[src/rtl/icache_intc_req_router.sv]
// icache_intc_req_router: decodes the fetch bank, buffers one request and bounds outstanding fetches
module icache_intc_req_router #(
  parameter int N_CACHE_BANKS   = 16,
  parameter int ADDR_WIDTH      = 32,
  parameter int OFFSET_BITS     = 4,
  parameter int MAX_OUTSTANDING = 2
) (
  input  logic                                      clk,
  input  logic                                      rst,
  input  logic                                      request_i,
  input  logic [ADDR_WIDTH-1:0]                     address_i,
  output logic                                      grant_o,
  output logic [N_CACHE_BANKS-1:0]                  request_o,
  output logic [N_CACHE_BANKS-1:0][ADDR_WIDTH-1:0]  address_o,
  input  logic [N_CACHE_BANKS-1:0]                  grant_i,
  input  logic                                      response_i,
  output logic [$clog2(MAX_OUTSTANDING+1)-1:0]      outstanding_o,
  output logic                                      error_o
);
  localparam int BW = N_CACHE_BANKS > 1 ? $clog2(N_CACHE_BANKS) : 1;
  localparam int CW = $clog2(MAX_OUTSTANDING + 1);
  typedef enum logic {EMPTY, FULL} state_t;
  state_t                r_state;
  logic [BW-1:0]         r_bank;
  logic [ADDR_WIDTH-1:0] r_addr;
  logic [CW-1:0]         r_cnt;
  logic                  r_err;
  logic [BW-1:0]         w_bank;
  logic                  w_pop;
  logic                  w_accept;
  logic                  w_stray;
  // a single bank has no index field, so no address bits select it
  if (N_CACHE_BANKS > 1) begin : g_idx
    assign w_bank = address_i[OFFSET_BITS +: BW];
  end else begin : g_noidx
    assign w_bank = '0;
  end
  assign w_pop         = (r_state == FULL) && grant_i[r_bank];
  assign grant_o       = !rst && request_i && (r_cnt < CW'(MAX_OUTSTANDING)) && ((r_state == EMPTY) || w_pop);
  assign w_accept      = request_i && grant_o;
  assign request_o     = (r_state == FULL) ? (N_CACHE_BANKS'(1) << r_bank) : '0;
  assign address_o     = {N_CACHE_BANKS{r_addr}};
  assign w_stray       = |(grant_i & ~request_o);
  assign outstanding_o = r_cnt;
  assign error_o       = r_err;
  // buffer FSM, captured request, in-flight counter and sticky protocol error
  always_ff @(posedge clk) begin
    if (rst) begin
      r_state <= EMPTY;
      r_bank  <= '0;
      r_addr  <= '0;
      r_cnt   <= '0;
      r_err   <= 1'b0;
    end else begin
      r_state <= w_accept ? FULL : (w_pop ? EMPTY : r_state);
      if (w_accept) begin
        r_addr <= address_i;
        r_bank <= w_bank;
      end
      r_cnt <= (w_accept && !response_i) ? r_cnt + 1'b1 :
               (response_i && !w_accept && r_cnt != '0) ? r_cnt - 1'b1 : r_cnt;
      r_err <= r_err | (response_i && r_cnt == '0) | w_stray;
    end
  end
endmodule

[config.mk]
export PLATFORM = sky130hd
export DESIGN_NAME = icache_intc_req_router
export DESIGN_NICKNAME = d
export VERILOG_FILES = /design/src/rtl/icache_intc_req_router.sv
export SDC_FILE = /design/constraint.sdc
export NUM_CORES = 1
export LEC_CHECK = 0
export ABC_AREA = 1
export CORE_AREA = 2 2 228 230
export DETAILED_ROUTE_END_ITERATION = 12
export DIE_AREA = 0 0 230 232
export DONT_BUFFER_PORTS = 1
export GPL_TIMING_DRIVEN = 0
export MAX_ROUTING_LAYER = met4
export PLACE_DENSITY = 0.3
export SLEW_MARGIN = 5
export SYNTH_ARGS = -nofsm -noshare
export SYNTH_HDL_FRONTEND = slang
export SYNTH_SLANG_ARGS = --single-unit
[constraint.sdc]
create_clock -name clk -period 1.8 [get_ports clk]
set_clock_uncertainty 0.1 [all_clocks]
set_input_delay 0.36 -clock clk [delete_from_list [all_inputs] [get_ports clk]]
set_output_delay 0.36 -clock clk [all_outputs]
set_load 0.005 [all_outputs]
==> results.py, run 1 <==
metrics = {
    "grt": {
        "grt_max_degree": 18,
        "grt_overflow": 0,
        "grtUsageTotal": 0.0711,
        "first_global_vias": 3492,
        "grt_pass1_wl_um": 26300,
        "antenna_found_initial": 0,
    },
    "timing": {
        "tightest_slew_ns": 1.08,
        "max_freq_mhz": 475,
        "setup_slack_ns": -0.306,
        "rsz0062_at_grt": "true",
        "hold_viol": 0,
        "finalCritPeriodShare": 1.17,
        "min_period_ns": 2.11,
        "setup_viol": 49,
        "max_slew_margin": 0.283,
        "tns_ns": -7.40,
        "report.final.slew_viol_count": 0,
    },
    "clock_network": {
        "cts_tree": "yes",
        "clk_latency_ns": 0.31,
        "cts.clk_slew.worst_paths_ns": 0.08,
        "htreeDepth": 2,
        "cts_root_buf": "clkbuf_16",
        "clock-sinks": 36,
        "clockBufferDepth": 2,
        "cts_buffers": 5,
    },
    "die": {
        "rows": 83,
        "coreArea_um2": 50900,
        "start_util": 0.106,
        "fp.dieW_um": 230,
        "die_h_um": 232,
        "io_pins": 584,
        "dieArea_um2": 53400,
    },
    "logic_synthesis": {
        "synth_cell_types": 23,
        "synth_fa_ha_area_frac": 0,
        "synth_fp_nets": 792,
        "netlist.area_leader.share": 0.669,
        "ys_seq_area_frac": 0.134,
        "synth_compound_area_frac": 0.0550,
        "synthCells": 740,
        "yosys-top-cells-area": "buf_4 (67%), dfxtp_1 (13%), nor2_1 (4.8%)",
        "synth_top_family_by_area": "buffers and inverters",
        "syn_area_um2": 5390,
        "syn_avg_cell_area_um2": 7.28,
        "synthMuxAreaShare": 0,
        "yosys.area_share.simple": 0.111,
        "synth_warnings": 0,
        "synthXorXnorAreaFrac": 0,
        "synth-seq-cells": 36,
        "yosysTopAreaCell": "buf_4",
    },
    "worst_setup_path": {
        "cp.arrival_ns": 1.65,
        "crit_buf_inv": 4,
        "path_cells": "buf_8 -> clkinvlp_4 -> nand2_1 -> nand3_2 -> nand3_2 -> nand3_4 -> nand2_4 -> inv_8 -> buf_12",
        "cpMaxStageDelayCell": "dfxtp_4",
        "worst-path-stages": 9,
        "cp-start-kind": "flop",
        "cp-end-kind": "output pin",
        "rr_worst_depth": 13,
        "path_max_fanout": 8,
        "path_class": "reg2out",
        "crit_required_ns": 1.34,
        "crit_path_frequent_cell": "nand3_2",
        "max_stage_delay_ns": 0.42,
        "cp_top_family": "simple AND/OR/NAND/NOR gates",
    },
    "placed_design": {
        "gp_congestion": 0.732,
        "dp_hpwl_um": 15100,
        "dp_cells": 1420,
        "dpl_cell_area_um2": 6250,
        "io_buffers": 0,
    },
    "drt": {
        "wirelength_um": 20900,
        "wire_per_inst_um": 14.2,
        "drcViolationCount": 0,
        "final_antenna_net_count": 0,
        "vias_per_cell": 2.81,
        "drt_iter0_markers": 94,
        "num_vias": 4148,
        "dr.pass1.iters": 4,
    },
    "final_layout": {
        "final_cell_mix": "buf_4 (497), nor2_1 (52), nand2_1 (34)",
        "fill_cells": 5825,
        "fin_cells": 1476,
        "drive_gt1_frac": 0.829,
        "nNetsFinal": 847,
        "final_common_cell": "buf_4",
        "diodes": 0,
        "area_growth_pct": 37.9,
        "fin_area_um2": 7430,
    },
    "pwr": {
        "ir_drop_uv": 287,
        "p_leak_nw": 3.75,
        "power_density_nw_per_um2": 561,
        "power_mw": 4.17,
    },
    "status": {
        "status": "complete, but fails checks",
        "violations": "setup timing",
    },
    "worst_hold_path": {
        "hold_depth": 2,
        "hp-class": "in2reg",
    },
    "job": {
        "drv_cap": 0,
    },
}
[logic make-up after synthesis]
family / after synthesis
AND/OR/NAND/NOR: 140
AO/OA/AOI/OAI: 57
buffers and inverters: 507
flip-flops: 36
[metrics by stage]
step / hold slack, ns / util / setup WS (ns)
6_report: 0.0821 / 0.146 / -0.306
5_1_grt: 0.0610 / 0.146 / -0.433
4_1_cts: 0.0539 / 0.144 / -0.366
3_5_place_dp: 0.337 / 0.123 / -0.527
3_3_place_gp: 0.333 / 0.123 / -0.542
2_1_floorplan: 0.329 / - / 0.00682
[registers in the layout (all words and copies together) (netlist names)]
signal,flops
r_addr,29
r_bank,3
outstanding_o,2
error_o,1
r_state,1
[repair_timing]
| item | CTS | global route |
|---|---|---|
| gates resized for setup | 158 | 48 |
| hold buffers | 1 | 0 |
| cloned | 5 | 1 |
| endpoints found under the setup margin | 189 | 158 |
| pin swaps | 17 | 24 |
| setup buffers | 50 | 8 |
| endpoints found under the hold margin | 2 | 0 |
[final timing paths]
kind                         start          endpoint  slack, ns
hold reg to reg   outstanding_o[0]  outstanding_o[0]       0.47
setup / recovery         r_bank[1]           grant_o      -0.31
setup reg to reg         r_bank[1]         r_bank[1]      -0.26
hold / removal       address_i[30]        r_addr[30]       0.08
[cells in the mapped netlist]
cell	n
nor2_2	10
a41oi_1	1
nand3_1	8
a21oi_1	6
nand3_2	3
nand2_2	1
dfxtp_1	36
inv_1	10
inv_4	1
nand2_1	45
nand4_1	3
buf_4	480
a21oi_2	1
nor2_1	69
nand2_4	1
inv_2	1
clkbuf_1	5
o21ai_0	32
buf_6	4
buf_12	2
buf_2	4
o2111ai_1	1
o21ai_1	16
[layer usage]
layer	part of all wire	global-route usage	up-vias
met5	0	-	-
met4	0.015	0.0220	0
met3	0.091	0.0203	12
met2	0.54	0.130	295
met1	0.36	0.0733	1919
li1	-	-	1922
[worst register-to-register path: stages (launching register included)]
cell	delay, ns
dfxtp_4	0.42
buf_8	0.13
clkinvlp_4	0.14
buf_4	0.17
buf_6	0.11
buf_6	0.10
buf_6	0.10
buf_6	0.10
buf_6	0.10
buf_6	0.10
buf_6	0.10
buf_6	0.10
buf_4	0.13
a21oi_2	0.10
[power breakdown]
group	switching (mW)	internal, mW	total, mW	leakage [nW]
clock network	0.471	0.519	0.990	0.0660
registers	0.286	0.864	1.15	0.305
logic	0.769	1.26	2.03	3.38
[area by class of cell]
cell class / instances / area [um2] / area share
Buffer: 492 / 3750 / 0.504
Clock buffer: 5 / 125 / 0.0168
Clock inverter: 3 / 23.8 / 0.00320
Inverter: 12 / 62.6 / 0.00842
Multi-Input combinational cell: 197 / 1250 / 0.169
Sequential cell: 36 / 756 / 0.102
Tap cell: 680 / 851 / 0.114
Timing Repair Buffer: 51 / 614 / 0.0827
(Power assumes the default switching activity.)
==> run 2: changes to the inputs <==
- RECOVER_POWER: not set -> 100
==> results of run 2 <==
Same layout as run 1: the final DEF is identical, and so are final timing and power.
